--- src/rtl/stack_unit.sv ---
// Operand stack for the multicycle stack-CPU controller.
// Strobe semantics: push, pop and tos are single-cycle command strobes that
// the controller asserts for one cycle at a time. There is no ready/backpressure.
// If exactly one strobe is high, the command is sampled on the rising edge.
// If more than one is high, the encoding is illegal: it is rejected and flagged.
// dout holds the result of the last successful pop/tos. It is valid in the cycle
// after the strobe edge and stays stable until the next successful pop/tos.
module stack_unit #(
  parameter int DATA_W = 8,
  parameter int DEPTH  = 16,
  localparam int PTR_W = $clog2(DEPTH)
) (
  input  logic              clk,
  input  logic              rst,
  input  logic              push,
  input  logic              pop,
  input  logic              tos,
  input  logic [DATA_W-1:0] din,
  output logic [DATA_W-1:0] dout,
  output logic [PTR_W:0]    count,
  output logic              empty,
  output logic              full,
  output logic              ovf,
  output logic              unf,
  output logic              cmd_err
);

  localparam logic [PTR_W:0] ONE     = (PTR_W+1)'(1);
  localparam logic [PTR_W:0] DEPTH_C = (PTR_W+1)'(DEPTH);

  logic [DATA_W-1:0] mem [DEPTH];
  logic [PTR_W:0]    sp;
  logic              multi;
  logic              do_push;
  logic              do_pop;
  logic              do_tos;
  logic              ovf_hit;
  logic              unf_hit;
  logic [PTR_W-1:0]  wr_idx;
  logic [PTR_W-1:0]  rd_idx;
  logic [DATA_W-1:0] top_data;

  // sp is the next free slot, so it equals the occupancy directly
  assign count = sp;
  assign empty = (sp == '0);
  assign full  = (sp == DEPTH_C);

  // Decode the strobes and form the storage indices, held at 0 when out of range
  always_comb begin
    multi    = (push & pop) | (push & tos) | (pop & tos);
    do_push  = push & ~multi & ~full;
    ovf_hit  = push & ~multi & full;
    do_pop   = pop & ~multi & ~empty;
    do_tos   = tos & ~multi & ~empty;
    unf_hit  = (pop | tos) & ~multi & empty;
    wr_idx   = full  ? '0 : sp[PTR_W-1:0];
    rd_idx   = empty ? '0 : (sp[PTR_W-1:0] - PTR_W'(1));
    top_data = mem[rd_idx];
  end

  // Pointer, output register and sticky error flags
  always_ff @(posedge clk or posedge rst) begin
    if (rst) begin
      sp      <= '0;
      dout    <= '0;
      ovf     <= 1'b0;
      unf     <= 1'b0;
      cmd_err <= 1'b0;
    end else begin
      if (do_push) sp <= sp + ONE;
      if (do_pop)  sp <= sp - ONE;
      if (do_pop || do_tos) dout <= top_data;
      if (ovf_hit) ovf     <= 1'b1;
      if (unf_hit) unf     <= 1'b1;
      if (multi)   cmd_err <= 1'b1;
    end
  end

  // Storage array; contents are don't-care after reset, so it is not cleared
  always_ff @(posedge clk) begin
    if (do_push) mem[wr_idx] <= din;
  end

endmodule

--- config.mk ---
export PLATFORM = sky130hd
export DESIGN_NAME = stack_unit
export DESIGN_NICKNAME = d
export VERILOG_FILES = /design/src/rtl/stack_unit.sv
export SDC_FILE = /design/constraint.sdc
export NUM_CORES = 1
export LEC_CHECK = 0
export BUFFER_PORTS_ARGS = -buffer_cell sky130_fd_sc_hd__buf_2
export CORE_ASPECT_RATIO = 2
export CORE_UTILIZATION = 25
export DETAILED_ROUTE_END_ITERATION = 6
export SLEW_MARGIN = 30
export SYNTH_ARGS = -nofsm -noshare
export SYNTH_HDL_FRONTEND = slang
export SYNTH_SLANG_ARGS = --single-unit
--- constraint.sdc ---
create_clock -name clk -period 4.28 [get_ports clk]
set_clock_uncertainty 0.2 [all_clocks]
set_input_delay 0.856 -clock clk [delete_from_list [all_inputs] [get_ports clk]]
set_output_delay 0.856 -clock clk [all_outputs]
set_load 0.02 [all_outputs]
### Yosys cells after proc, flatten, opt, wreduce, memory -nomap -nowiden

Memory sizes are Yosys's and may differ from the RTL's. A register that Yosys moved wholly into a read port is not among the register bits.
Cells that the tools add are included.

| storage, ports and cells | value |
|---|---|
| flip-flop bits (word level) | 8 |
| memory bits (writable) | 128 |
| input port bits | 13 |
| output and inout port bits | 18 |
| word-level logic and storage cells | 36 |
| memories kept | 1 |

Memories:

| name | depth | bits a word | read ports | clocked after memory_dff | wr ports | line | text |
|---|---|---|---|---|---|---|---|
| mem | 16 | 8 | 1 | 1 | 1 | 31 | `logic [DATA_W-1:0] mem [DEPTH];` |

| cells by class | value |
|---|---|
| add/sub/neg operators | 3 |
| equal/unequal tests | 1 |
| muxes and demuxes | 6 |
| bitwise gates (word level) | 18 |
| reduce and logical (&&, ||, !) cells | 3 |

Operator list:

| operator | number |
|---|---|
| 1-bit AND | 12 |
| 5-bit 2-to-1 mux | 2 |
| 4-bit 2-to-1 mux | 2 |
| 5-bit by 1-bit adder with 5-bit output (second input constant) | 1 |
| 5-bit == test (second input constant) | 1 |
| 5-bit logical NOT | 1 |
| 5-bit by 1-bit subtractor with 5-bit output (second input constant) | 1 |
| 4-bit by 1-bit subtractor with 4-bit output (second input constant) | 1 |
| 1-bit inverter | 3 |
| 1-bit bitwise OR | 3 |
| 1-bit 2-to-1 mux | 2 |
| 2-bit nonzero test | 1 |
| 1-bit logical OR | 1 |

### Depth between registers and ports, before layout

Gate-level depths: netlist (run 1).

| depth | value |
|---|---|
| depth after elaboration | 8 |
| gate-level depth with buffers | 14 |

### Least setup slack after synthesis (run 1)

OpenSTA, ideal clock, no wires.

| path | value |
|---|---|
| path kind | register -> register |
| from | register sp[0] (netlist: count[0]) |
| to | register sp[4] (netlist: count[4]) |
| arrival | 3.296 ns |
| required time | 3.999 ns |
| path slack | 0.704 ns |
| stages on the path, launching flop included | 13 |
| path buffers | 3 |
| period minus slack after synthesis | 3.576 ns |
| cells stage by stage | dfrtp_1 -> clkbuf_1 -> clkinv_1 -> clkbuf_1 -> ha_1 -> or4b_1 -> buf_4 -> and3_1 -> ha_1 -> a21o_1 -> a21oi_1 -> mux2i_1 -> xnor2_1 |

| between the ends | value |
|---|---|
| longest elaborated chain between the ends | 4 |
| elaborated cells between the ends (all ways) | 11 |
| those cells by class | add/sub (2); eq/ne (1); mux (2); bitwise (4); reduce/logical (2) |

Ends and longest elaborated chain:

| item | line | text |
|---|---|---|
| from (decl) | 32 | `logic [PTR_W:0] sp;` |
| from (signal assigned) | 70 | `if (do_push) sp <= sp + ONE;` |
| from (signal assigned) | 71 | `if (do_pop) sp <= sp - ONE;` |
| parallel branches: the longest is 4 deep, another holds 5-bit by 1-bit adder with 5-bit output | -- |  |

Several ways; the timed one is not identified. The select of a mux whose other input is x is not followed.
A chain may end at the register's enable or synchronous reset.

### Worst setup path after layout (run 1)

| path | value |
|---|---|
| from | register sp[1] (netlist: count[1]) |
| to | output port empty |

| between the ends | value |
|---|---|
| longest elaborated chain between the ends | 1 |

Ends and longest elaborated chain:

| item | line | text |
|---|---|---|
| 5-bit logical NOT | 45 | `assign empty = (sp == '0);` |
| to (decl) | 21 | `output logic empty,` |

No other way between the ends.

==> metrics.md, run 1 <==
| Metric | Value |
|---|---|
| Slew margin rel. | 40.1% |
| Critical Path RT | 3220 ps |
| NumNets Final | 469 |
| R2r setup slk | 840 ps |
| Residual DRC | 4 |
| Clock input transition at the sequential cells of the worst setup and hold paths | 60 ps |
| Library cells used by synthesis | 54 |
| Met2 usage | 25.3% |
| TritonCTS Sinks | 144 |
| Diodes inserted | 0 |
| Most common cell on crit path | inv_1 |
| Pin count of the biggest net entering global routing | 54 |
| Setup TNS | 0 ps |
| Post-synthesis sequential area ratio | 69.8% |
| WP data arrival | 2820 ps |
| Layout cells sized above 1 | 18.0% |
| Cell Chain, Critical Path | inv_1, ha_1, or4b_1, buf_4, inv_1, buf_2 |
| Routability Congestion | 0.896 |
| Drt wl/cell | 20.5 µm |
| Peak VDD IR | 295 µV |
| Ys flop type | edfxtp_1 |
| Gr ovfl total | 0 |
| Clk buf depth | 2 |
| Post-CTS setup buffer count | 0 |
| Pwr Density | 682 nW/µm² |
| P&R area growth vs syn | 17.6% |
| Post-synth EDFFs | 128 |
| Yosys top cell area share | 63.2% |
| Initial antenna violation count | 0 |
| Commonest cells after routing, fill and taps aside | edfxtp_1 (128), buf_2 (30), nor2_1 (28), mux2i_1 (28), nand3_1 (23) |
| Largest cells by area after synthesis | edfxtp_1 (63%), dfrtp_1 (6.6%), mux2i_1 (4.6%) |
| Num ports | 31 |
| DP HPWL | 11.3 mm |
| Row count | 80 |
| Global-route wire length before repair | 23.4 mm |
| Static leakage | 2.55 nW |
| TritonCTS clock tree | built |
| Worst-path fanout max | 25 |
| Crit. End Element | primary output |
| Port-buffer cells | 30 |
| Die footprint | 25000 µm² |
| Tot GR Track Use | 13.1% |
| Detailed-route via count | 3691 |
| Largest area contributor in the netlist | edfxtp_1 |
| Skew-Pair Late Insertion Delay | 430 ps |
| Final Power | 4.88 mW |
| Met1 global-route usage | 12.1% |
| FMAX | 258 MHz |
| Post-Synthesis Net Count | 433 |
| Most common cell after layout, fill and taps aside | edfxtp_1 |
| Gate Count Post-Synth | 411 |
| CP bufs+invs | 4 |
| Synth warnings | 0 |
| Vias per inst | 4.94 |
| H-Tree Depth | 4 |
| Pins Over Slew Limit | 0 |
| Clk root buf | clkbuf_16 |
| Die height | 223 µm |
| Cts bufs inserted | 17 |
| Setup violators final | 0 |
| Vias in the first global route | 3827 |
| Hold Path Class | reg2reg |
| First drt pass iteration count | 6 |
| Failing checks | DRC |
| Final WL | 15.3 mm |
| Status | finished with violations |
| Synth async-reset ratio | 11.1% |
| Netlist Area Pre-Place | 6080 µm² |
| Top Family by Delay on Critical Path | buffers and inverters |
| Hold Violations, Final | 0 |
| Syn avg cell area | 14.8 µm² |
| Die W | 112 µm |
| Final min period | 3880 ps |
| # Max-Cap Violations | 0 |
| RSZ-0062 raised after global routing | false |
| Synth Register Bits | 144 |
| GR peak layer | met2 |
| Placeable Area | 23800 µm² |
| Crit-path max cell delay | 460 ps |
| 1st-iter DRT viols | 331 |
| Initial Utilization | 25.5% |
| Count of hold-fix buffers inserted at cts | 0 |
| Final ANT Viol Nets | 0 |
| CP Launch Type | flip-flop |
| CP Class | reg2out |
| Final period util | 90.7% |
| Worst Tran Pin Value | 896 ps |
| GRT met3 Usage | 2.70% |
| CP max-delay cell | dfrtp_1 |
| CTS resizes | 0 |
-- layout make-up --
class / count / area [µm²]
clock inverter: 6 / 38.8
sequential: 144 / 4250
timing repair buffer: 40 / 225
multi-input combinational: 236 / 1690
tap: 287 / 359
fill: 2350 / 16700
inverter: 8 / 30.0
clock buffer: 26 / 563
-- flip-flops by register name, summed over array words and instances, names as in the netlist --
| name | count |
|---|---|
| cmd_err | 1 |
| mem | 128 |
| count | 5 |
| ovf | 1 |
| unf | 1 |
| dout | 8 |
-- synthesized netlist by cell type (2+ instances only) --
cell type	n
o2bb2ai_1	2
mux2_2	2
buf_2	7
buf_4	2
ha_1	8
mux2i_1	28
edfxtp_1	128
o211a_1	7
a2111oi_0	6
o211ai_2	4
a221oi_1	3
a221o_1	8
nand2_1	14
buf_1	2
o211ai_1	3
o221ai_1	8
nor3_1	13
nand2b_1	5
nand3_1	23
o21ai_0	21
a21oi_1	4
nor2_1	28
a31oi_1	7
o2111ai_1	6
xnor2_1	3
inv_1	7
clkbuf_1	11
xor2_1	2
a21o_1	3
dfrtp_1	16
nor2b_1	7
-- cells by family (layout without fill, tap and decap cells) --
logic type | Yosys count | in the layout | share of synthesized area, %
adder cells (fa/ha/maj) | 9 | 9 | 1.97
XOR/XNOR | 5 | 5 | 0.720
multiplexers | 30 | 30 | 4.98
buffers and inverters | 31 | 80 | 2.45
AND/OR/NAND/NOR | 99 | 99 | 8.08
flip-flops | 144 | 144 | 69.8
AO/OA/AOI/OAI | 93 | 93 | 12.1
-- power by group --
part	switching [mW]	internal (mW)	total [mW]
clock	0.555	0.905	1.46
combinational	1.09	0.572	1.66
sequential	0.123	1.64	1.76
total	1.76	3.11	4.88
-- path summary, 6_finish.rpt --
| check | from | to | depth (start not counted) |
|---|---|---|---|
| setup / recovery | count[1]$_DFFE_PP0P_ | empty | 6 |
| hold / removal | ovf$_DFFE_PP0P_ | ovf$_DFFE_PP0P_ | 1 |
| setup reg to reg | count[1]$_DFFE_PP0P_ | dout[2]$_DFFE_PP0P_ | 11 |
| hold reg to reg | ovf$_DFFE_PP0P_ | ovf$_DFFE_PP0P_ | 1 |
| max in group asynchronous | rst | count[0]$_DFFE_PP0P_ | 2 |
| min in group asynchronous | rst | dout[5]$_DFFE_PP0P_ | 2 |
-- routing by layer --
layer	vias up	share of wire, %
met1	1863	34
met2	102	58
li1	1694	-
met3	32	3.7
met5	-	0
met4	0	4.3
-- per-stage QoR --
| stage | std cells | hold slack (ps) | utilization (%) | instance area [µm²] | setup slack, ps |
|---|---|---|---|---|---|
| final | 747 | 251 | 30.0 | 7150 | 399 |
| after floorplan | 411 | 366 | - | 6080 | 704 |
| after detailed placement | 715 | 244 | 27.5 | 6550 | 879 |
| after CTS | 747 | 257 | 30.0 | 7150 | 400 |
| after global placement | 715 | 244 | 27.5 | 6550 | 920 |
| after global routing | 747 | 287 | 30.0 | 7150 | 226 |
No activity file was read; power rests on OpenSTA's default activity.
==> inputs of run 2 (changes only) <==
--- a/config.mk
+++ b/config.mk
@@ -6,8 +6,8 @@
 export NUM_CORES = 1
 export LEC_CHECK = 0
 export BUFFER_PORTS_ARGS = -buffer_cell sky130_fd_sc_hd__buf_2
-export CORE_ASPECT_RATIO = 2
 export CORE_UTILIZATION = 25
+export CTS_CLUSTER_SIZE = 28
 export DETAILED_ROUTE_END_ITERATION = 6
 export SLEW_MARGIN = 30
 export SYNTH_ARGS = -nofsm -noshare
==> metrics.md, run 2 (same netlist as run 1, synthesis figures left out) <==
| Metric | Value |
|---|---|
| Status | completed |
| Die height | 158 µm |
| RSZ-0062 raised after global routing | false |
| Setup violators final | 0 |
| Layout cells sized above 1 | 17.7% |
| WHS Endpoint | cmd_err$_DFFE_PP0P_ |
| Critical Path RT | 3220 ps |
| Skew-Pair Late Insertion Delay | 410 ps |
| Worst Tran Pin Value | 966 ps |
| Final period util | 91.7% |
| First drt pass iteration count | 7 |
| NumNets Final | 467 |
| Critical path startpoint | count[1]$_DFFE_PP0P_ |
| Dpl cells | 745 |
| Crit. End Element | primary output |
| Row count | 56 |
| Pin count of the biggest net entering global routing | 54 |
| WP data arrival | 2870 ps |
| DP HPWL | 9.32 mm |
| Drt wl/cell | 18.2 µm |
| Worst-path fanout max | 30 |
| Cts bufs inserted | 17 |
| CP Launch Type | flip-flop |
| Hold Crit Start | cmd_err$_DFFE_PP0P_ |
| Commonest cells after routing, fill and taps aside | edfxtp_1 (128), buf_2 (30), nor2_1 (28), mux2i_1 (28), nand3_1 (23) |
| Final ANT Viol Nets | 0 |
| Initial antenna violation count | 2 |
| Hold Violations, Final | 0 |
| CTS resizes | 0 |
| Gr ovfl total | 0 |
| # Max-Cap Violations | 0 |
| Port-buffer cells | 30 |
| Placeable Area | 23700 µm² |
| WHS Path Cells | 1 |
| TritonCTS clock tree | built |
| Clk buf depth | 2 |
| Count of hold-fix buffers inserted at cts | 0 |
| Max reg flops | 128 |
| Pwr Density | 680 nW/µm² |
| FMAX | 255 MHz |
| R2r endpoint | dout[3]$_DFFE_PP0P_ |
| Tot GR Track Use | 12.1% |
| Post-Layout Cell Count | 777 |
| Peak VDD IR | 339 µV |
| Clock input transition at the sequential cells of the worst setup and hold paths | 60 ps |
| Residual DRC | 0 |
| Die W | 158 µm |
| Die footprint | 25000 µm² |
| Initial Utilization | 25.7% |
| Num ports | 31 |
| H-Tree Depth | 4 |
| CP Class | reg2out |
| Static leakage | 2.53 nW |
| Final min period | 3920 ps |
| Setup TNS | 0 ps |
| Pins Over Slew Limit | 0 |
| Vias in the first global route | 3665 |
| Final WL | 14.2 mm |
| 1st-iter DRT viols | 327 |
| Diodes inserted | 0 |
| Post-CTS setup buffer count | 0 |
| Final Power | 4.88 mW |
| Worst R2R Start | count[1]$_DFFE_PP0P_ |
| Routability Congestion | 0.825 |
| Global-route wire length before repair | 21.7 mm |
| Slew margin rel. | 35.5% |
| Vias per inst | 4.81 |
| R2r setup slk | 790 ps |
| Most common cell after layout, fill and taps aside | edfxtp_1 |
| Clk root buf | clkbuf_16 |
| Hold Path Class | reg2reg |
| Detailed-route via count | 3737 |
| P&R area growth vs syn | 18.0% |
| Top reg by flops | mem |
| TritonCTS Sinks | 144 |
| Hold_ws | 272 ps |
| R2R depth | 8 |
==> run 2: changes by cell type in the layout (fill, tap and decap cells not counted) <==
cell        before  now
clkbuf_8         4    1
clkbuf_16       20   17
buf_4           10    8
inv_6            1    3
clkinv_4         0    1
clkinvlp_4       2    3
bufinv_16        0    3
clkinv_2         3    2
==> run 2: per-stage QoR <==
stage | instance area [µm²] | setup WS [ps] | utilization [%]
after CTS | 7180 | 353 | 30.3
after global placement | 6580 | 905 | 27.8
after floorplan | 6080 | 704 | -
final | 7180 | 356 | 30.3
after detailed placement | 6580 | 805 | 27.8
after global routing | 7180 | 153 | 30.3
==> run 2: area by class of cell <==
class                           instances  area, µm²
Multi-Input combinational cell        236       1690
Tap cell                              319        399
Inverter                                8       30.0
Clock buffer                           20        447
Fill cell                            2412      16500
Timing Repair Buffer                   38        210
Sequential cell                       144       4250
Clock inverter                         12        158
==> run 2: worst max path at each step <==
stage,to,cells past startpoint
3_3_place_gp,empty,5
5_1_grt,empty,5
4_1_cts,empty,5
6_report,empty,5
3_5_place_dp,empty,5
2_1_floorplan,count[4]$_DFFE_PP0P_,12
==> run 2: power by group <==
part	switching, mW	total, mW	internal (mW)
logic	1.08	1.64	0.558
registers	0.101	1.74	1.64
clock network	0.567	1.50	0.936
total	1.75	4.88	3.13
==> run 2: layer usage <==
| layer | up-vias | routed length, µm | GRT usage, % |
|---|---|---|---|
| li1 | 1692 | - | - |
| met1 | 1917 | 6280 | 15.2 |
| met2 | 102 | 6810 | 19.5 |
| met3 | 22 | 708 | 2.93 |
| met4 | 4 | 352 | 5.91 |
| met5 | - | 26 | 0 |
==> run 2: critical path, stage by stage, from the launching register on <==
cell,delay (ps)
dfrtp_1,450
inv_1,190
ha_1,300
or4b_1,480
inv_1,720
buf_2,310
